==> config.mk <==
export PLATFORM = sky130hd
export DESIGN_NAME = ext_pipe
export DESIGN_NICKNAME = d
export VERILOG_FILES = /design/src/rtl/ext_pkg.sv /design/src/rtl/ext_core.sv /design/src/rtl/ext_pipe.sv
export SDC_FILE = /design/constraint.sdc
export NUM_CORES = 1
export LEC_CHECK = 0
export BUFFER_PORTS_ARGS = -buffer_cell sky130_fd_sc_hd__buf_2
export CORE_ASPECT_RATIO = 0.6
export CORE_MARGIN = 3
export CORE_UTILIZATION = 45
export CTS_CLUSTER_DIAMETER = 100
export DETAILED_ROUTE_END_ITERATION = 16
export PLACE_DENSITY = 0.65
export SLEW_MARGIN = 20
export SYNTH_ARGS = -nofsm -noshare
export SYNTH_HDL_FRONTEND = slang
export SYNTH_SLANG_ARGS = --single-unit
==> constraint.sdc <==
create_clock -name clk -period 4.4 [get_ports clk]
set_input_delay 0.22 -clock clk [delete_from_list [all_inputs] [get_ports clk]]
set_output_delay 0.22 -clock clk [all_outputs]
set_load 0.01 [all_outputs]
==> src/rtl/ext_pkg.sv <==
// ext_pkg: op codes, FIFO entry layout and parameter checks for ext_pipe.
// Op 111 (EXT_BROFF) is a branch offset only when EXT_BROFF_EN is defined.
package ext_pkg;

  localparam logic [2:0] EXT_ZERO  = 3'b000;
  localparam logic [2:0] EXT_LUI   = 3'b001;
  localparam logic [2:0] EXT_SIGN  = 3'b010;
  localparam logic [2:0] EXT_LB    = 3'b011;
  localparam logic [2:0] EXT_LBU   = 3'b100;
  localparam logic [2:0] EXT_LH    = 3'b101;
  localparam logic [2:0] EXT_LHU   = 3'b110;
  localparam logic [2:0] EXT_BROFF = 3'b111;

  localparam int EXT_MIN_DATA_W = 16;
  localparam int EXT_MIN_DEPTH  = 1;
  localparam int EXT_MAX_DEPTH  = 4;
  localparam int EXT_DEF_DATA_W = 32;
  localparam int EXT_DEF_TAG_W  = 5;

  // Entry layout at the default widths; ext_pipe keeps the
  // same field order for its own parameterised widths.
  typedef struct packed {
    logic [EXT_DEF_DATA_W-1:0] data;
    logic [EXT_DEF_TAG_W-1:0]  tag;
    logic                      err;
  } ext_ent_t;

  function automatic bit ext_cfg_ok(
    input int data_w,
    input int imm_w,
    input int depth
  );
    return (data_w >= EXT_MIN_DATA_W)
        && (data_w % 2 == 0)
        && (imm_w >= 1)
        && (imm_w <= data_w)
        && (depth >= EXT_MIN_DEPTH)
        && (depth <= EXT_MAX_DEPTH);
  endfunction

endpackage

==> src/rtl/ext_core.sv <==
// ext_core: combinational immediate / load-lane extension.
// Op 111 is a branch offset with EXT_BROFF_EN, otherwise illegal.
module ext_core
  import ext_pkg::*;
#(
  parameter int DATA_W = 32,
  parameter int IMM_W  = 16
) (
  input  logic [2:0]        op,
  input  logic [DATA_W-1:0] data,
  input  logic [1:0]        off,
  output logic [DATA_W-1:0] res,
  output logic              err
);

  logic [IMM_W-1:0] imm;
  logic [7:0]       lane_b;
  logic [15:0]      lane_h;

  assign imm    = IMM_W'(data);
  assign lane_b = 8'(data >> {off, 3'b000});
  assign lane_h = 16'(data >> {off[1], 4'b0000});

  // Select the extension for the requested op; misaligned
  // halves and unsupported ops yield zero data with err set.
  always_comb begin
    res = '0;
    err = 1'b0;
    unique case (op)
      EXT_ZERO: res = DATA_W'(imm);
      EXT_LUI:  res = DATA_W'(imm) << (DATA_W - IMM_W);
      EXT_SIGN: res = DATA_W'($signed(imm));
      EXT_LB:   res = DATA_W'($signed(lane_b));
      EXT_LBU:  res = DATA_W'(lane_b);
      EXT_LH: begin
        if (off[0]) err = 1'b1;
        else        res = DATA_W'($signed(lane_h));
      end
      EXT_LHU: begin
        if (off[0]) err = 1'b1;
        else        res = DATA_W'(lane_h);
      end
      EXT_BROFF: begin
`ifdef EXT_BROFF_EN
        res = DATA_W'($signed(imm)) << 2;
`else
        err = 1'b1;
`endif
      end
    endcase
  end

endmodule

==> src/rtl/ext_pipe.sv <==
// ext_pipe: registered extension unit with valid/ready and output FIFO.
// EXT_BROFF_EN enables op 111 as a branch offset in ext_core.
module ext_pipe
  import ext_pkg::*;
#(
  parameter int DATA_W = 32,
  parameter int IMM_W  = 16,
  parameter int DEPTH  = 2,
  parameter int TAG_W  = 5
) (
  input  logic              clk,
  input  logic              reset,
  input  logic              flush,
  input  logic              in_valid,
  output logic              in_ready,
  input  logic [DATA_W-1:0] in_data,
  input  logic [2:0]        in_op,
  input  logic [1:0]        in_off,
  input  logic [TAG_W-1:0]  in_tag,
  output logic              out_valid,
  input  logic              out_ready,
  output logic [DATA_W-1:0] out_data,
  output logic [TAG_W-1:0]  out_tag,
  output logic              out_err
);

  localparam int PW = (DEPTH > 1) ? $clog2(DEPTH) : 1;
  localparam int CW = $clog2(DEPTH + 1);

  if (!ext_cfg_ok(DATA_W, IMM_W, DEPTH)) begin : g_bad_cfg
    $error("ext_pipe: unsupported parameter set");
  end

  typedef struct packed {
    logic [DATA_W-1:0] data;
    logic [TAG_W-1:0]  tag;
    logic              err;
  } ent_t;

  ent_t              mem [DEPTH];
  ent_t              head;
  logic [PW-1:0]     rd_ptr;
  logic [PW-1:0]     wr_ptr;
  logic [CW-1:0]     count;
  logic [DATA_W-1:0] res;
  logic              err;
  logic              push;
  logic              pop;

  function automatic logic [PW-1:0] nxt(input logic [PW-1:0] p);
    return (p == PW'(DEPTH - 1)) ? '0 : p + 1'b1;
  endfunction

  ext_core #(
    .DATA_W(DATA_W),
    .IMM_W (IMM_W)
  ) u_core (
    .op  (in_op),
    .data(in_data),
    .off (in_off),
    .res (res),
    .err (err)
  );

  // in_ready looks only at registered count, never at out_ready.
  assign in_ready  = reset && !flush && (count < CW'(DEPTH));
  assign out_valid = (count != '0);
  assign push      = in_valid && in_ready;
  assign pop       = out_valid && out_ready && !flush;

  assign head     = out_valid ? mem[rd_ptr] : '0;
  assign out_data = head.data;
  assign out_tag  = head.tag;
  assign out_err  = head.err;

  // Pointer and occupancy bookkeeping; flush empties the FIFO.
  always_ff @(posedge clk or negedge reset) begin
    if (!reset) begin
      count  <= '0;
      rd_ptr <= '0;
      wr_ptr <= '0;
    end else if (flush) begin
      count  <= '0;
      rd_ptr <= '0;
      wr_ptr <= '0;
    end else begin
      if (push) wr_ptr <= nxt(wr_ptr);
      if (pop)  rd_ptr <= nxt(rd_ptr);
      unique case ({push, pop})
        2'b10:   count <= count + 1'b1;
        2'b01:   count <= count - 1'b1;
        default: count <= count;
      endcase
    end
  end

  // Capture the extended result at the tail on each accept.
  always_ff @(posedge clk or negedge reset) begin
    if (!reset) begin
      for (int i = 0; i < DEPTH; i++) mem[i] <= '0;
    end else if (push) begin
      mem[wr_ptr] <= '{data: res, tag: in_tag, err: err};
    end
  end

endmodule

==> results summary <==
The number of clock sinks is 80. Among all flip-flop cells after synthesis, the most frequent one is sky130_fd_sc_hd__dfrtp_1. The final critical delay including setup and external delays is between 2 and 2.5 ns. For hold timing, the worst endpoint is mem[5]$_DFFE_PN0P_. The fraction of registers with async set or reset after synthesis is 1.000. The path class of the tightest hold or removal check is in -> reg.

The dominant combinational cell family by area after synthesis is simple AND/OR/NAND/NOR gates. Yosys attributes the largest share of cell area to sky130_fd_sc_hd__dfrtp_1 (48%), sky130_fd_sc_hd__mux2i_1 (13%), sky130_fd_sc_hd__nor2_1 (6.8%). The layout cell share with drive strength beyond 1 came out at 0.2529. Of all cell types, the one taking the most synthesized area is sky130_fd_sc_hd__dfrtp_1. For this block, the initial DRC count from the detailed router was between 200 and 300. The weighted congestion reported at the end of routability-driven placement came out at around 0.85. In this run, placement finished with an instance count of 616. The area share of fa/ha/maj cells after synthesis came out at 0.002389.

The cell area after technology mapping came out at ~0.0042 mm2. The die span in y came out at a little over 80 um. In this run the post-CTS setup repair buffer count came out at 0. The mean area per synthesized cell came out at approximately 9.4 um2. The portion of netlist area occupied by mux cells is 0.1723. The critical path goes through dlygate4sd3_1, buf_4, nand3b_1, or3_1, nor2_4, a21oi_1.

Once routing completed, OpenROAD measured the worst setup slack at between 2 and 2.5 ns. The clock arrives with ~0.0023 ns of skew. The worst register-to-register path ends at mem[72]$_DFFE_PN0P_. The depth of the worst register-to-register path is 4. The flow ran to the end, and the final reports show no timing, DRC or antenna violations. Summed over all failing endpoints, the final setup total negative slack is 0 ns. Across every metal layer, demand over resource in global routing totals 0.2273. The net count after synthesis came out at between 400 and 500. The antenna violation net count after detailed routing came out at 0. Across the run, the number of max-cap violations was 0.

The final max-slew violation count came to 0. The period utilization came out at 0.5298. The insertion delay of the later-clocked pin in the worst-skew pair came out at approximately 0.33 ns. The total I/O pin count is 87.

The category of the worst setup path capture point is a flop. The layout overhead on the synthesized area is 19.80%. STA puts the critical path data arrival time at approximately 2.5 ns. The initial utilization of the core area, before any placement, comes to 0.4769.

The total overflow left after global routing is 0. The floorplan step defined a core boundary enclosing 0.008783 mm2. The worst setup path is launched from a primary input. After detailed routing, the average wire length per cell comes to between 15 and 20 um. For the pin with the worst max-slew slack, the measured transition is approximately 0.84 ns. The number of buffers on the longest clock path is 2.

The leakage power is about 0.0023 uW. The final-stage net count is about 560. The final core utilization came out at 0.5714. The horizontal extent of the die came out at between 100 and 150 um. By count the netlist is led by sky130_fd_sc_hd__dfrtp_1 (80), sky130_fd_sc_hd__nor2_1 (76), sky130_fd_sc_hd__nand2_1 (74). The post-route DRC violation count is 0. The detailed-route via count is ~3,500. The portion of the post-synthesis area used by sequential elements is 0.4779.

The remaining max-slew budget at the tightest pin is 0.4385. The completed layout was analyzed and its total power is 2213 uW. The hold violation total from the final report is 0. The worst voltage drop across the vdd grid came out at approximately 0.17 mV. Once detailed placement completed, the half-perimeter wirelength came to 7.869 mm.

The number of warning messages in the yosys log came out at 0. The startpoint-to-endpoint class of the critical path is in -> reg. Setup repair after global routing left no endpoint under its margin. Of the total synthesized cell area, the portion taken by XOR and XNOR cells is 0.008363. The count of buffers inserted at the top-level ports came out at between 80 and 90. The post-synthesis compound-gate area fraction is 0.1087. In this run the clock root is driven by a sky130_fd_sc_hd__clkbuf_16. At the placement stage, the worst setup path has a slack of about 2.0 ns. The number of cells on the worst hold path came out at 3. The clock transition at the registers of the reported paths came out at approximately 0.060 ns. The number of inserted diodes came out at 0. The initial antenna violation count is 0.

Setup violations remaining at the end of the flow were counted as 0. The maximum cell stage delay along the critical path is around 0.74 ns. The number of enable-type register cells in the synthesized netlist is 0. In this run the core area contains 26 standard-cell rows. The power density relative to cell area came out at 440.9 mW/mm2. The launch point of the worst hold path is in_tag[4].

TritonCTS built the clock tree. The count of non-filler cells in the finished layout came out at 634. The area share of and/or/nand/nor cells after synthesis is 0.1921.

The CTS buffer count came out at 9. sky130_fd_sc_hd__dfrtp_1 is the most common cell in the netlist. The pre-antenna-repair detailed-routing pass consisted of 4 iterations. The wire length of the first global-routing pass came out at around 18 mm.

The largest fanout of any net on the critical path is 26. The slowest stage of the critical path is the sky130_fd_sc_hd__or3_1 cell. The post-synthesis cell type count is 36.

The pin count of the biggest net entering global routing is 80. The number of global-route vias before repair came out at ~3,400. The number of cells produced by synthesis came out at ~450. The die covers 0.01054 mm2. The reg-to-reg critical path startpoint is count[1]$_DFFE_PN0P_. Of the post-synthesis cell area, the dominant cell type holds 0.4779. Wires add up to between 10 and 15 mm. The required time of the worst setup path is between 4 and 5 ns. CTS built an H-tree with a depth of 3. The fmax came out at around 430 MHz. The number of flip-flops and latches in the synthesized netlist came out at 80. The register-to-register setup slack is between 2 and 2.5 ns. The average via count per standard cell is around 5.5.
-- critical path, delay by kind of cell --
kind | cells | cell delay, ns
AND/OR/NAND/NOR | 3 | 1.48
buffers and inverters | 2 | 0.68
AO/OA/AOI/OAI | 1 | 0.13
-- registers in the layout (all words and copies together) (netlist names) --
| register | count |
|---|---|
| rd_ptr | 1 |
| mem | 76 |
| wr_ptr | 1 |
| count | 2 |
-- layout make-up --
class,count,area [um2]
clock inverters,5,81.33
clock buffers,11,232.7
flip-flops and latches,80,2003
repair buffers,94,515.5
multi-input cells,331,2042
well taps,112,140.1
inverters,1,3.754
fillers,825,3765
-- layer usage --
layer | GRT usage | up-vias | wire, um
li1 | - | 1680 | -
met5 | 0 | - | 0
met3 | 0.05979 | 11 | 794
met1 | 0.3354 | 1682 | 5607
met2 | 0.3327 | 115 | 4729
met4 | 0.06057 | 0 | 107
-- power breakdown --
group | switching (uW) | leakage (uW) | internal [uW]
Sequential | 94.5 | 0.00101 | 909
Clock | 290 | 0.000150 | 497
Combinational | 231 | 0.00115 | 191
-- worst max-delay path by stage --
stage                              start                  end  slack [ns]  cells past startpoint
floorplan           count[1]$_DFFE_PN0P_  mem[27]$_DFFE_PN0P_        2.61                      6
global placement               in_off[1]  mem[74]$_DFFE_PN0P_        2.08                      5
detailed placement             in_off[1]  mem[73]$_DFFE_PN0P_        2.03                      5
CTS                                reset  mem[72]$_DFFE_PN0P_        2.06                      6
global route                       reset  mem[72]$_DFFE_PN0P_        1.89                      6
finish                             reset  mem[72]$_DFFE_PN0P_        2.07                      6
-- layout by cell type (no fill, tap or decap), types with 2 or more instances in the layout --
| master | count |
|---|---|
| sky130_fd_sc_hd__xnor2_1 | 2 |
| sky130_fd_sc_hd__xor2_1 | 2 |
| sky130_fd_sc_hd__and3b_1 | 2 |
| sky130_fd_sc_hd__nor2_1 | 74 |
| sky130_fd_sc_hd__nand2_1 | 74 |
| sky130_fd_sc_hd__bufinv_16 | 2 |
| sky130_fd_sc_hd__nor4b_1 | 8 |
| sky130_fd_sc_hd__dfrtp_1 | 79 |
| sky130_fd_sc_hd__buf_2 | 85 |
| sky130_fd_sc_hd__nor2_2 | 2 |
| sky130_fd_sc_hd__clkbuf_16 | 9 |
| sky130_fd_sc_hd__nand3b_1 | 3 |
| sky130_fd_sc_hd__nor4bb_1 | 2 |
| sky130_fd_sc_hd__and2_1 | 2 |
| sky130_fd_sc_hd__nor3b_1 | 5 |
| sky130_fd_sc_hd__a31oi_1 | 3 |
| sky130_fd_sc_hd__mux2_2 | 15 |
| sky130_fd_sc_hd__o221ai_1 | 7 |
| sky130_fd_sc_hd__a21oi_1 | 31 |
| sky130_fd_sc_hd__nor2_4 | 2 |
| sky130_fd_sc_hd__buf_4 | 7 |
| sky130_fd_sc_hd__o21ai_0 | 21 |
| sky130_fd_sc_hd__clkbuf_1 | 2 |
| sky130_fd_sc_hd__mux2i_1 | 53 |
| sky130_fd_sc_hd__a211oi_1 | 9 |
-- kinds of logic after synthesis --
| group | Yosys count |
|---|---|
| AND/OR/NAND/NOR | 180 |
| flip-flops | 80 |
| AO/OA/AOI/OAI | 77 |
| multiplexers | 69 |
| buffers and inverters | 35 |
| XOR/XNOR | 4 |
| adder cells (fa/ha/maj) | 1 |
-- stage by stage --
stage          area [um2]  hold slack (ns)
3_3_place_gp         4664          0.03648
2_1_floorplan        4189         -0.07559
6_report             5019          0.09300
4_1_cts              4989          0.08277
3_5_place_dp         4664          0.03561
5_1_grt              5019          0.09152
-- what timing repair did --
item                                   4_1_cts  5_1_grt
endpoints found under the hold margin        1        0
resized for setup                            0        0
hold buffers                                 1        0
(Power assumes the default switching activity.)
